==> config.mk <==
export PLATFORM = sky130hd
export DESIGN_NAME = vec_mem_arbiter_flat
export DESIGN_NICKNAME = d
export VERILOG_FILES = /design/src/rtl/vec_mem_arbiter_if.sv /design/src/rtl/vec_mem_arbiter.sv /design/src/flat_wrapper.sv
export SDC_FILE = /design/constraint.sdc
export NUM_CORES = 1
export LEC_CHECK = 0
export CORE_UTILIZATION = 60
export CTS_CLUSTER_DIAMETER = 40
export CTS_CLUSTER_SIZE = 14
export DETAILED_ROUTE_END_ITERATION = 8
export DONT_BUFFER_PORTS = 1
export GPL_TIMING_DRIVEN = 0
export PLACE_DENSITY = 0.86
export SLEW_MARGIN = 40
export SYNTH_ARGS = -nofsm -noshare
export SYNTH_HDL_FRONTEND = slang
export SYNTH_SLANG_ARGS = --single-unit
export TNS_END_PERCENT = 1
==> constraint.sdc <==
create_clock -name clk_sys -period 4.8 [get_ports clk_sys]
set_input_delay 1.44 -clock clk_sys [delete_from_list [all_inputs] [get_ports clk_sys]]
set_output_delay 1.44 -clock clk_sys [all_outputs]
set_load 0.02 [all_outputs]
==> src/rtl/vec_mem_arbiter_if.sv <==
// Shared bus between the three requesters, the arbiter and the sram byte controller.
// Pure wiring bundle; no logic, no latency.
// Handshake is level request / one-cycle ack on the requester side, strobe / ready pulse on the sram side.
interface vec_mem_arbiter_if #(
  parameter int AW = 25
);
  // loader (ioctl) requester
  logic          ldr_mode;
  logic          ldr_req;
  logic [AW-1:0] ldr_addr;
  logic [7:0]    ldr_din;
  logic          ldr_ack;
  // video fetch requester
  logic          vid_req;
  logic [AW-1:0] vid_addr;
  logic          vid_ack;
  // cpu requester
  logic          cpu_req;
  logic          cpu_we;
  logic [AW-1:0] cpu_addr;
  logic [7:0]    cpu_din;
  logic          cpu_ack;
  // shared read data back to requesters
  logic [7:0]    rdata;
  // sram side
  logic          mem_rd;
  logic          mem_we;
  logic [AW-1:0] mem_addr;
  logic [7:0]    mem_din;
  logic [7:0]    mem_dout;
  logic          mem_ready;

  // arbiter view
  modport slave (
    input  ldr_mode, ldr_req, ldr_addr, ldr_din,
    output ldr_ack,
    input  vid_req, vid_addr,
    output vid_ack,
    input  cpu_req, cpu_we, cpu_addr, cpu_din,
    output cpu_ack,
    output rdata,
    output mem_rd, mem_we, mem_addr, mem_din,
    input  mem_dout, mem_ready
  );

  // requester / sram environment view
  modport master (
    output ldr_mode, ldr_req, ldr_addr, ldr_din,
    input  ldr_ack,
    output vid_req, vid_addr,
    input  vid_ack,
    output cpu_req, cpu_we, cpu_addr, cpu_din,
    input  cpu_ack,
    input  rdata,
    input  mem_rd, mem_we, mem_addr, mem_din,
    output mem_dout, mem_ready
  );
endinterface

==> src/rtl/vec_mem_arbiter.sv <==
// Single-port sram scheduler for loader, video and cpu; one op in flight, video ahead of cpu with a starvation guard.
// Latency: req seen in IDLE at cycle N -> strobe at N+1 -> ack one cycle after mem_ready.
// Backpressure: requesters hold req until ack; no new grant in an ack cycle. Optional stats ports under VEC_ARB_STATS_EN.
module vec_mem_arbiter #(
  parameter int AW         = 25,
  parameter int STARVE_MAX = 4
) (
  input  logic             clk_sys,
  input  logic             reset,
  vec_mem_arbiter_if.slave bus
`ifdef VEC_ARB_STATS_EN
  ,
  output logic [15:0]      stat_cpu_max_wait,
  output logic [15:0]      stat_vid_grants
`endif
);

  typedef enum logic [1:0] {IDLE, ISSUE, WAIT} state_t;
  typedef enum logic [1:0] {OWN_NONE, OWN_LDR, OWN_VID, OWN_CPU} owner_t;

  localparam logic [3:0] STARVE_LIM = 4'(STARVE_MAX);

  state_t        state_q, state_d;
  owner_t        owner_q, grant;
  logic          we_q;
  logic [3:0]    starve_q;
  logic          starve_full;
  logic          ack_busy;
  logic [AW-1:0] sel_addr;
  logic [7:0]    sel_din;
  logic          sel_we;

  assign starve_full = (starve_q == STARVE_LIM);
  // The acked requester still holds req during its ack cycle, so nothing is granted then.
  assign ack_busy    = bus.ldr_ack | bus.vid_ack | bus.cpu_ack;

  // State register.
  always_ff @(posedge clk_sys) begin
    if (reset) state_q <= IDLE;
    else       state_q <= state_d;
  end

  // Arbitration in IDLE, sequencing IDLE -> ISSUE -> WAIT -> IDLE, and request mux.
  always_comb begin
    state_d  = state_q;
    grant    = OWN_NONE;
    sel_addr = '0;
    sel_din  = '0;
    sel_we   = 1'b0;
    case (state_q)
      IDLE: begin
        if (!ack_busy) begin
          if (bus.ldr_mode) begin
            if (bus.ldr_req) grant = OWN_LDR;
          end else if (bus.vid_req && !(bus.cpu_req && starve_full)) begin
            grant = OWN_VID;
          end else if (bus.cpu_req) begin
            grant = OWN_CPU;
          end
        end
        if (grant != OWN_NONE) state_d = ISSUE;
      end
      ISSUE:   state_d = WAIT;
      WAIT:    if (bus.mem_ready) state_d = IDLE;
      default: state_d = IDLE;
    endcase
    case (grant)
      OWN_LDR: begin
        sel_addr = bus.ldr_addr;
        sel_din  = bus.ldr_din;
        sel_we   = 1'b1;
      end
      OWN_VID: begin
        sel_addr = bus.vid_addr;
      end
      OWN_CPU: begin
        sel_addr = bus.cpu_addr;
        sel_din  = bus.cpu_din;
        sel_we   = bus.cpu_we;
      end
      default: ;
    endcase
  end

  // Latch the granted op, strobe during ISSUE, and return ack/read data on completion.
  always_ff @(posedge clk_sys) begin
    if (reset) begin
      owner_q      <= OWN_NONE;
      we_q         <= 1'b0;
      bus.mem_rd   <= 1'b0;
      bus.mem_we   <= 1'b0;
      bus.mem_addr <= '0;
      bus.mem_din  <= '0;
      bus.ldr_ack  <= 1'b0;
      bus.vid_ack  <= 1'b0;
      bus.cpu_ack  <= 1'b0;
      bus.rdata    <= '0;
    end else begin
      bus.mem_rd  <= 1'b0;
      bus.mem_we  <= 1'b0;
      bus.ldr_ack <= 1'b0;
      bus.vid_ack <= 1'b0;
      bus.cpu_ack <= 1'b0;
      if (grant != OWN_NONE) begin
        owner_q      <= grant;
        we_q         <= sel_we;
        bus.mem_addr <= sel_addr;
        bus.mem_din  <= sel_din;
        bus.mem_rd   <= !sel_we;
        bus.mem_we   <= sel_we;
      end
      if (state_q == WAIT && bus.mem_ready) begin
        case (owner_q)
          OWN_LDR: bus.ldr_ack <= 1'b1;
          OWN_VID: bus.vid_ack <= 1'b1;
          OWN_CPU: bus.cpu_ack <= 1'b1;
          default: ;
        endcase
        if (!we_q) bus.rdata <= bus.mem_dout;
      end
    end
  end

  // Count video grants that bypass a waiting cpu; cleared once the cpu is served or stops asking.
  always_ff @(posedge clk_sys) begin
    if (reset) begin
      starve_q <= '0;
    end else if (state_q == IDLE) begin
      if (grant == OWN_CPU || !bus.cpu_req) starve_q <= '0;
      else if (grant == OWN_VID && !starve_full) starve_q <= starve_q + 4'd1;
    end
  end

`ifdef VEC_ARB_STATS_EN
  logic [15:0] cpu_wait_cnt;

  // Track the longest cpu wait (cycles req high before ack) and total video grants.
  always_ff @(posedge clk_sys) begin
    if (reset) begin
      cpu_wait_cnt      <= '0;
      stat_cpu_max_wait <= '0;
      stat_vid_grants   <= '0;
    end else begin
      if (bus.cpu_ack) begin
        if (cpu_wait_cnt > stat_cpu_max_wait) stat_cpu_max_wait <= cpu_wait_cnt;
        cpu_wait_cnt <= '0;
      end else if (bus.cpu_req) begin
        if (cpu_wait_cnt != 16'hFFFF) cpu_wait_cnt <= cpu_wait_cnt + 16'd1;
      end else begin
        cpu_wait_cnt <= '0;
      end
      if (grant == OWN_VID) stat_vid_grants <= stat_vid_grants + 16'd1;
    end
  end
`endif

endmodule
==> src/flat_wrapper.sv <==
// flat-port wrapper written by rule: the top's interface ports become plain ports
module vec_mem_arbiter_flat 
#(
  parameter int AW         = 25,
  parameter int STARVE_MAX = 4
)
  (clk_sys, reset, bus_ldr_mode, bus_ldr_req, bus_ldr_addr, bus_ldr_din, bus_ldr_ack, bus_vid_req, bus_vid_addr, bus_vid_ack, bus_cpu_req, bus_cpu_we, bus_cpu_addr, bus_cpu_din, bus_cpu_ack, bus_rdata, bus_mem_rd, bus_mem_we, bus_mem_addr, bus_mem_din, bus_mem_dout, bus_mem_ready);
  vec_mem_arbiter_if #(.AW(AW)) bus_i ();
  input  logic clk_sys;
  input  logic reset;
  input wire logic [$bits(bus_i.ldr_mode)-1:0] bus_ldr_mode;
  input wire logic [$bits(bus_i.ldr_req)-1:0] bus_ldr_req;
  input wire logic [$bits(bus_i.ldr_addr)-1:0] bus_ldr_addr;
  input wire logic [$bits(bus_i.ldr_din)-1:0] bus_ldr_din;
  output wire logic [$bits(bus_i.ldr_ack)-1:0] bus_ldr_ack;
  input wire logic [$bits(bus_i.vid_req)-1:0] bus_vid_req;
  input wire logic [$bits(bus_i.vid_addr)-1:0] bus_vid_addr;
  output wire logic [$bits(bus_i.vid_ack)-1:0] bus_vid_ack;
  input wire logic [$bits(bus_i.cpu_req)-1:0] bus_cpu_req;
  input wire logic [$bits(bus_i.cpu_we)-1:0] bus_cpu_we;
  input wire logic [$bits(bus_i.cpu_addr)-1:0] bus_cpu_addr;
  input wire logic [$bits(bus_i.cpu_din)-1:0] bus_cpu_din;
  output wire logic [$bits(bus_i.cpu_ack)-1:0] bus_cpu_ack;
  output wire logic [$bits(bus_i.rdata)-1:0] bus_rdata;
  output wire logic [$bits(bus_i.mem_rd)-1:0] bus_mem_rd;
  output wire logic [$bits(bus_i.mem_we)-1:0] bus_mem_we;
  output wire logic [$bits(bus_i.mem_addr)-1:0] bus_mem_addr;
  output wire logic [$bits(bus_i.mem_din)-1:0] bus_mem_din;
  input wire logic [$bits(bus_i.mem_dout)-1:0] bus_mem_dout;
  input wire logic [$bits(bus_i.mem_ready)-1:0] bus_mem_ready;
  assign bus_i.ldr_mode = bus_ldr_mode;
  assign bus_i.ldr_req = bus_ldr_req;
  assign bus_i.ldr_addr = bus_ldr_addr;
  assign bus_i.ldr_din = bus_ldr_din;
  assign bus_ldr_ack = bus_i.ldr_ack;
  assign bus_i.vid_req = bus_vid_req;
  assign bus_i.vid_addr = bus_vid_addr;
  assign bus_vid_ack = bus_i.vid_ack;
  assign bus_i.cpu_req = bus_cpu_req;
  assign bus_i.cpu_we = bus_cpu_we;
  assign bus_i.cpu_addr = bus_cpu_addr;
  assign bus_i.cpu_din = bus_cpu_din;
  assign bus_cpu_ack = bus_i.cpu_ack;
  assign bus_rdata = bus_i.rdata;
  assign bus_mem_rd = bus_i.mem_rd;
  assign bus_mem_we = bus_i.mem_we;
  assign bus_mem_addr = bus_i.mem_addr;
  assign bus_mem_din = bus_i.mem_din;
  assign bus_i.mem_dout = bus_mem_dout;
  assign bus_i.mem_ready = bus_mem_ready;
  vec_mem_arbiter #(.AW(AW), .STARVE_MAX(STARVE_MAX)) u_core (.clk_sys(clk_sys), .reset(reset), .bus(bus_i));
endmodule
==> impl_metrics.ini <==
[outcome]
outcome = completed

[clock_network]
cts_tree = built
cts_htree_levels = 2
cts-root-buf = clkbuf_8
cts-resized-gates = 0
cts.sinks = 55
ctsHoldBuffers = 0
postCtsSetupBuffers = 0
path_clk_slew_ns = 0.10
clock_path_buffers = 2
cts-buffers-inserted = 5
insertion_delay_ns = 0.31

[finish]
seq_area_mm2 = 0.001101
n_antenna_cell = 0
nNetsFinal = 393
drive_gt1_frac = 0.2175
multi_input_area_mm2 = 0.001425
fill_cells = 363
area_growth_pct = 5.866

[logic_synthesis]
yosysTopAreaCellShare = 0.4130
ys_seq_elements = 55
synth.distinct_cells = 40
syn_area_per_cell_um2 = 9.626
ys_seq_area_frac = 0.4130
synth_ff_type = dfxtp_1
synth_warnings = 0
async_flop_share = 0
synth_top_cell_by_area = dfxtp_1
yosysMostFrequentCell = dfxtp_1
synthTopCellsByCount = dfxtp_1, a21oi_1, nand2_1
synth_edf_count = 0
syn_inst = 277
netlist_top_cells_area = dfxtp_1, o221ai_2, a21oi_2, a21oi_1, mux2i_1
netlist_area_mm2 = 0.002666
syn_nets = 386

[global_routing]
antenna_found_initial = 0
grt_pass1_vias = 2108
grt_overflow = 0
grt_max_degree = 19
grt_pass1_wl_um = 9404
track_usage = 0.2762

[critical_path]
crit_fanout = 10
start_kind = input pin
criticalPathCategory = in2reg
cp.required_ns = 5.05
r2r-start = u_core.state_q[0]$_SDFFE_PP0P_
worstReg2RegEnd = u_core.bus.mem_din[2]$_SDFFE_PP0P_
ff2ff_path_depth = 5
cp-end-kind = register
cp_data_arrival_time_ns = 3.30
reg2reg_setup_slack_ns = 2.50

[flow_run]
drv_cap = 0

[placement]
dp_slack_ns = 1.413
portBuffers = 0
dp_hpwl_um = 5024
gp_congestion = 0.9569

[timing]
slew_viol_final = 0
final.min_clock_period_ns = 3.045
skew_ns = 0.005779
tightest_slew_ns = 0.7928
grt_setup_unrepaired = false
fin_tns_setup_ns = 0
relSlewSlack = 0.4691
hold_viol_final = 0
finalSetupViolations = 0
worst_slack_ns = 1.755
post-route-period-util = 0.6344
clock.fmax_mhz = 328.4

[route]
vias_per_cell = 6.597
drc_errors = 0
routed_wirelength_um = 6627
post_drt_wl_per_cell_um = 19.78
ant_nets = 0
drt-pass1-iter-count = 4
drtIter0Drc = 126
vias = 2210

[hold_path]
hp-start = u_core.owner_q[0]$_SDFFE_PP0P_
hold_depth = 1
hold_path_end = u_core.bus.vid_ack$_SDFF_PP0_
hp-class = reg2reg

[floorplanning]
start_util = 0.6434
rows = 23
die_h_um = 68.66
die_w_um = 68.66
fp.dieArea_mm2 = 0.004714
coreArea_mm2 = 0.004144
io_pins = 153

[power_and_ir_drop]
vdd_ir_drop_max_uv = 238.1
power_density_mw_per_mm2 = 361.2
p_leak_uw = 0.0009761
report_power, final:
part,switching [uW],internal [uW],total (uW)
clock network,158,105,262
registers,74.3,496,571
logic,109,77.2,187
total,341,678,1020
routing by layer:
layer / wire length, um / global-route usage / vias up
met3: 567 / 0.06579 / 10
met4: 98 / 0.1016 / 0
met2: 3517 / 0.5147 / 128
li1: - / - / 1052
met1: 2444 / 0.2993 / 1020
met5: 0 / 0 / -
per-stage QoR:
step	cell area [um2]	utilization	std cells	total power (uW)	hold WS (ns)
after CTS	2823	0.6812	335	1025	0.4756
after floorplan	2666	-	277	728.3	0.4140
after global placement	2729	0.6585	327	760.5	0.4322
after global routing	2823	0.6812	335	1066	0.4947
after detailed placement	2729	0.6585	327	767.9	0.4596
final	2823	0.6812	335	1019	0.4766
flip-flops by register name, summed over array words and instances, names as in the netlist, 2 cells and up:
name                 flops
u_core.bus.mem_addr     25
u_core.bus.mem_din       8
u_core.bus.rdata         8
u_core.owner_q           2
u_core.starve_q          4
u_core.state_q           2
worst max-delay path, cell delays in order:
cell,delay (ns)
clkbuf_1,0.21
nand4bb_1,0.28
o211ai_1,0.66
clkbuf_1,0.44
nand2_1,0.14
a21oi_2,0.12
cell type report:
cell class / count / area share
Buffer: 20 / 0.03901
Clock inverter: 3 / 0.008865
Multi-Input combinational cell: 194 / 0.5049
Inverter: 8 / 0.01064
Tap cell: 50 / 0.02216
Sequential cell: 55 / 0.3901
Clock buffer: 5 / 0.02438
cell usage in the layout, fill, tap and decap left out, types with 3 or more instances in the layout:
master / netlist / final
dfxtp_1: 55 / 55
nand2_1: 33 / 33
a21oi_1: 33 / 33
o221ai_2: 20 / 20
a21oi_2: 20 / 20
nor2_1: 17 / 17
mux2i_1: 16 / 16
clkbuf_1: 10 / 10
o2bb2ai_1: 8 / 8
inv_1: 7 / 7
nor3_1: 6 / 6
o221ai_1: 5 / 5
clkbuf_8: 0 / 5
nand4_1: 4 / 4
nand3_1: 4 / 4
buf_2: 4 / 4
buf_6: 3 / 3
kinds of logic after synthesis:
| group | count (synthesis) | share of synthesized area |
|---|---|---|
| AND/OR/NAND/NOR | 78 | 0.1394 |
| flip-flops | 55 | 0.4130 |
| AO/OA/AOI/OAI | 98 | 0.3257 |
| adder cells (fa/ha/maj) | 2 | 0.009384 |
| buffers and inverters | 28 | 0.05256 |
| multiplexers | 16 | 0.06006 |
worst max-delay path by stage:
| stage | to | slack (ns) | startpoint | cells after the start |
|---|---|---|---|---|
| 2_1_floorplan | u_core.bus.mem_addr[18]$_SDFFE_PP0P_ | 1.84 | bus_ldr_mode | 7 |
| 3_3_place_gp | u_core.bus.mem_addr[8]$_SDFFE_PP0P_ | 1.49 | bus_ldr_mode | 6 |
| 3_5_place_dp | u_core.bus.mem_din[2]$_SDFFE_PP0P_ | 1.41 | bus_ldr_mode | 5 |
| 4_1_cts | u_core.bus.mem_addr[10]$_SDFFE_PP0P_ | 1.75 | bus_ldr_mode | 6 |
| 5_1_grt | u_core.we_q$_SDFFE_PP0P_ | 1.57 | bus_ldr_mode | 5 |
| 6_report | u_core.bus.mem_addr[10]$_SDFFE_PP0P_ | 1.76 | bus_ldr_mode | 6 |
(Power assumes the default switching activity.)
==> patch 1, RTL diff (same settings) <==
The 3 states of `state_t` get a one-hot encoding in 3 bits.
--- a/src/rtl/vec_mem_arbiter.sv
+++ b/src/rtl/vec_mem_arbiter.sv
@@ -15,7 +15,7 @@
 `endif
 );
 
-  typedef enum logic [1:0] {IDLE, ISSUE, WAIT} state_t;
+  typedef enum logic [2:0] {IDLE = 3'b001, ISSUE = 3'b010, WAIT = 3'b100} state_t;
   typedef enum logic [1:0] {OWN_NONE, OWN_LDR, OWN_VID, OWN_CPU} owner_t;
 
   localparam logic [3:0] STARVE_LIM = 4'(STARVE_MAX);
Formal check against the unedited RTL: same outputs for any inputs over 10 cycles, from zero or initial values and one cycle with reset high; not proved beyond that.
==> patch 1 against the original RTL <==
Area after synthesis is 10% higher. Maximum frequency grew 13%. Non-clock buffer count increased by 7. Global-route usage is 1.6 points higher. Sequential cell count grew 1. Clock power grew 27%. Total power increased by 17%. Final area is 12% higher. Worst setup slack gained 360 ps. Wire length is 15% higher. Highest routed layer unchanged.
==> patch 1: results (changes against the original RTL) <==
Layout
  – Share of post-route cells with drive strength above 1: 0.2032 (was 0.2175)
  – Final nets: 418 (was 393)

Pwr
  – Switching Fraction: 0.3225 (was 0.3348)
  – Peak supply drop: 0.1518 mV (was 0.2381 mV)
  – Power Density: 378.5 mW/mm^2 (was 361.2 mW/mm^2)
  – Leak pwr: 1.193 nW (was 0.9761 nW)

Detailed routing
  – DR WL met3: 677 um (was 567 um)
  – DR iter-0 viols: 215 (was 126)
  – Vias/cell: 6.721 (was 6.597)
  – Met2 WL: 3736 um (was 3517 um)
  – Drt wl/cell: 20.22 um (was 19.78 um)
  – Metal-1 WL: 2996 um (was 2444 um)
  – DRT Pass-1 Iters: 6 (was 4)

Critical path
  – Reg2Reg Setup Slack: 2840 ps (was 2500 ps)
  – Max stage delay on crit path: 440 ps (was 660 ps)
  – Worst Path Arrival: 2910 ps (was 3300 ps)
  – CP max-delay cell: o21ai_1 (was o211ai_1)

Synth
  – Yosys cell types: 53 (was 40)
  – Net Count, Synth: 411 (was 386)
  – Synth top area cells: dfxtp_1, a221oi_2, a211oi_2, nor2_1, o21bai_1 (was dfxtp_1, o221ai_2, a21oi_2, a21oi_1, mux2i_1)
  – Post-synthesis sequential area ratio: 0.3808 (was 0.4130)
  – Most common library cells after synthesis: dfxtp_1, nor2_1, a21oi_1, inv_1, o21bai_1 (was dfxtp_1, a21oi_1, nand2_1)

Outcome
  – Status: finished, final reports clean (unchanged)

Placement
  – Pre-CTS setup slack: 1808 ps (was 1413 ps)
  – Detailed placement HPWL: 5723 um (was 5024 um)
  – Gpl congestion: 0.8453 (was 0.9569)

Global route
  – Met3 usage: 0.08611 (was 0.06579)
  – Total GRT Usage: 0.2919 (was 0.2762)
  – Met2 Use GR: 0.5178 (was 0.5147)
  – Global routing usage on met1: 0.3257 (was 0.2993)
  – Vias in the first global route: 2424 (was 2108)

Timing
  – Crit path time final: 2684 ps (was 3045 ps)
  – Clock skew: 6.692 ps (was 5.779 ps)
  – Worst Tran Pin Value: 715.6 ps (was 792.8 ps)

Hold path
  – HP Start: u_core.owner_q[1] (was u_core.owner_q[0])
## patch 1: cell type report
type                            count  area, sq um
Multi-Input combinational cell    203         1602
Clock inverter                      1        30.03
Tap cell                           67        83.83
Sequential cell                    56         1121
Inverter                           16        60.06
Buffer                             27        161.4
Clock buffer                        7        96.34
Fill cell                         382         1569
## patch 1: stage by stage
stage | utilization | instance area (sq um) | cells | hold WS, ps | power (mW)
4_1_cts | 0.6678 | 3154 | 377 | 451.1 | 1.197
5_1_grt | 0.6678 | 3154 | 377 | 496.9 | 1.246
3_5_place_dp | 0.6411 | 3028 | 369 | 438.7 | 0.8675
3_3_place_gp | 0.6411 | 3028 | 369 | 433.2 | 0.8580
2_1_floorplan | - | 2944 | 302 | 410.5 | 0.8117
6_report | 0.6678 | 3154 | 377 | 448.6 | 1.194
## patch 1: path summary, 6_finish.rpt
kind | endpoint | cells after the start
max | u_core.bus.mem_din[2] | 5
min | u_core.bus.vid_ack | 2
max reg2reg | u_core.bus.mem_addr[18] | 8
min reg2reg | u_core.bus.vid_ack | 2
## patch 1: kinds of logic (layout without fill, tap and decap cells)
kind of cell	count (synthesis)	count (layout)	share of synthesized area
adders and majority gates	2	2	0.008498
buffers and inverters	43	51	0.07522
muxes	8	8	0.02720
AOI/OAI and AO/OA	117	117	0.3668
DFF	56	56	0.3808
and+or+nand+nor	76	76	0.1415
## patch 1: critical path, delay by kind of cell
family	cells	cell delay, ps
compound gates	3	880
buf+inv	2	580
## patch 1: power groups by stage
stage | registers [mW] | logic [mW] | clock network [mW]
final | 0.605 | 0.257 | 0.333
after global routing | 0.610 | 0.280 | 0.356
after CTS | 0.604 | 0.254 | 0.338
after detailed placement | 0.615 | 0.253 | 0
after global placement | 0.613 | 0.245 | 0
after floorplan | 0.604 | 0.208 | 0
==> patch 2, RTL diff (config.mk and constraints unchanged) <==
Made on the original files. `AW` is set to 25 in 3 places; all go to 50.
--- a/src/rtl/vec_mem_arbiter_if.sv
+++ b/src/rtl/vec_mem_arbiter_if.sv
@@ -2,7 +2,7 @@
 // Pure wiring bundle; no logic, no latency.
 // Handshake is level request / one-cycle ack on the requester side, strobe / ready pulse on the sram side.
 interface vec_mem_arbiter_if #(
-  parameter int AW = 25
+  parameter int AW = 50
 );
   // loader (ioctl) requester
   logic          ldr_mode;
--- a/src/rtl/vec_mem_arbiter.sv
+++ b/src/rtl/vec_mem_arbiter.sv
@@ -2,7 +2,7 @@
 // Latency: req seen in IDLE at cycle N -> strobe at N+1 -> ack one cycle after mem_ready.
 // Backpressure: requesters hold req until ack; no new grant in an ack cycle. Optional stats ports under VEC_ARB_STATS_EN.
 module vec_mem_arbiter #(
-  parameter int AW         = 25,
+  parameter int AW         = 50,
   parameter int STARVE_MAX = 4
 ) (
   input  logic             clk_sys,
--- a/src/flat_wrapper.sv
+++ b/src/flat_wrapper.sv
@@ -1,7 +1,7 @@
 // flat-port wrapper written by rule: the top's interface ports become plain ports
 module vec_mem_arbiter_flat 
 #(
-  parameter int AW         = 25,
+  parameter int AW         = 50,
   parameter int STARVE_MAX = 4
 )
   (clk_sys, reset, bus_ldr_mode, bus_ldr_req, bus_ldr_addr, bus_ldr_din, bus_ldr_ack, bus_vid_req, bus_vid_addr, bus_vid_ack, bus_cpu_req, bus_cpu_we, bus_cpu_addr, bus_cpu_din, bus_cpu_ack, bus_rdata, bus_mem_rd, bus_mem_we, bus_mem_addr, bus_mem_din, bus_mem_dout, bus_mem_ready);
Interface: changed (resized bus_cpu_addr, bus_ldr_addr, bus_mem_addr and bus_vid_addr); port bits go from 153 to 253. The function was not compared with the original's and may differ.
==> patch 2 against the original RTL <==
The flow now finishes with violations (design-rule violations). Wire length up 61%. Non-clock buffer count increased by 13. First-iteration DRC count decreased by 21%. Global-route usage grew 1.1 points. Synthesized cell count increased by 31%. Sequential cell count up 25. Die area is 52% higher. Register-to-register slack better by 40 ps. Area after synthesis rose by 54%. Final area grew 56%. Worst setup slack got worse by 16 ps. Maximum frequency fell by 0.53%. Total power grew 69%. Sequential share of layout area shrank 2.7 points. Critical path type unchanged. Highest routed layer unchanged.
==> patch 2: results (changes against the original RTL) <==
Outcome
  – Status: finished, violations left (was finished, final reports clean)
  – Failing checks: design-rule violations

Layout
  – Share of post-route cells with drive strength above 1: 0.3413 (was 0.2175)
  – N_diodes: 0 (unchanged)
  – Final nets: 557 (was 393)
  – Regs by FF count: u_core.bus.mem_addr: 50 flops, u_core.bus.mem_din: 8 flops, u_core.bus.rdata: 8 flops (was u_core.bus.mem_addr: 25 flops, u_core.bus.mem_din: 8 flops, u_core.bus.rdata: 8 flops)
  – Filler cells: 494 (was 363)

Placement
  – Gpl congestion: 0.8683 (was 0.9569)
  – Detailed placement HPWL: 8159 um (was 5024 um)

Global route
  – First-pass GRT wire length: 15970 um (was 9404 um)
  – Largest net degree at the start of global routing: 17 (was 19)
  – Total GRT Usage: 0.2868 (was 0.2762)

Detailed routing
  – Vias/cell: 6.996 (was 6.597)
  – DRT Pass-1 Iters: 6 (was 4)
  – DR iter-0 viols: 100 (was 126)
  – Drt wl/cell: 23.47 um (was 19.78 um)
  – # DRC: 15 (was 0)

Critical path
  – RR Endpoint: u_core.bus.mem_addr[24] (was u_core.bus.mem_din[2])
  – CP max-delay cell: or4_1 (was o211ai_1)
  – Worst R2R Path Depth: 7 (was 5)
  – Max stage delay on crit path: 620 ps (was 660 ps)
  – R2r startpoint: u_core.starve_q[0] (was u_core.state_q[0])
  – Delay-heaviest family, CP: simple AND/OR/NAND/NOR gates (was compound AO/OA/AOI/OAI gates)
  – Reg2Reg Setup Slack: 2540 ps (was 2500 ps)
  – Critical path startpoint: bus_ldr_mode (unchanged)
  – Worst Path Arrival: 3280 ps (was 3300 ps)
  – CP endpoint: u_core.bus.mem_addr[45] (was u_core.bus.mem_addr[10])

Hold path
  – Worst hold endpoint: u_core.bus.ldr_ack (was u_core.bus.vid_ack)
  – HP Start: u_core.owner_q[1] (was u_core.owner_q[0])

Clocking
  – Htree depth: 3 (was 2)
  – Post-CTS Resized: 0 (unchanged)
  – Clock Latency Late Sink: 350 ps (was 310 ps)

Timing
  – Clock skew: 16.42 ps (was 5.779 ps)
  – Relative slew slack: 0.4987 (was 0.4691)

Pwr
  – Peak supply drop: 0.1992 mV (was 0.2381 mV)
  – Leak pwr: 1.682 nW (was 0.9761 nW)

Synth
  – Synth top area cells: dfxtp_1, mux2i_1, o221ai_2, a21oi_2, buf_6 (was dfxtp_1, o221ai_2, a21oi_2, a21oi_1, mux2i_1)
  – Most common library cells after synthesis: dfxtp_1, mux2i_1, a21oi_2, o221ai_2, nor2_1 (was dfxtp_1, a21oi_1, nand2_1)
  – Post-synthesis sequential area ratio: 0.3900 (was 0.4130)
  – Net Count, Synth: 546 (was 386)
  – Yosys cell types: 44 (was 40)
## patch 2: changes by cell type in the layout (fill, tap and decap cells not counted), sizes merged, moves of 3 or more
cell    delta
dfxtp     +25
nor3       -3
nor3b      +3
o221ai    +25
nor2       +3
nand4      -4
buf       +15
nand2     -28
mux2i     +51
## patch 2: per-stage QoR
stage | std cells | cell area, sq um | total power, mW | setup slack (ps) | hold WS (ps)
6_report | 455 | 4414 | 1.721 | 1739 | 451.9
5_1_grt | 455 | 4414 | 1.794 | 1669 | 480.0
4_1_cts | 455 | 4412 | 1.728 | 1765 | 448.5
3_5_place_dp | 439 | 4203 | 1.213 | 1383 | 431.7
3_3_place_gp | 439 | 4203 | 1.197 | 1430 | 423.5
2_1_floorplan | 362 | 4106 | 1.144 | 1757 | 409.8
## patch 2: metal layers
layer	vias up	wire length (um)	track usage
met4	0	274	0.1325
met2	171	5566	0.5085
met1	1553	4044	0.3266
met3	22	794	0.06686
li1	1437	-	-
met5	-	0	0
## patch 2: cell families after synthesis
family | synth area share
mux | 0.1633
flops | 0.3900
fa+ha+maj | 0.006093
compound gates | 0.3154
simple gates | 0.07008
buf+inv | 0.05515
## patch 2: area by class of cell
cell class | count | area, sq um | share of cell area
Multi-Input combinational cell | 244 | 2281 | 0.5167
Sequential cell | 80 | 1602 | 0.3628
Buffer | 33 | 207.7 | 0.04705
Clock buffer | 9 | 123.9 | 0.02806
Tap cell | 77 | 96.34 | 0.02183
Clock inverter | 7 | 85.08 | 0.01927
Inverter | 5 | 18.77 | 0.004252
## patch 2: where the power goes
| part | switching (mW) | leakage (nW) | internal (mW) |
|---|---|---|---|
| clock | 0.271 | 0.100 | 0.251 |
| sequential | 0.139 | 0.660 | 0.732 |
| combinational | 0.181 | 0.921 | 0.146 |
| total | 0.591 | 1.68 | 1.13 |
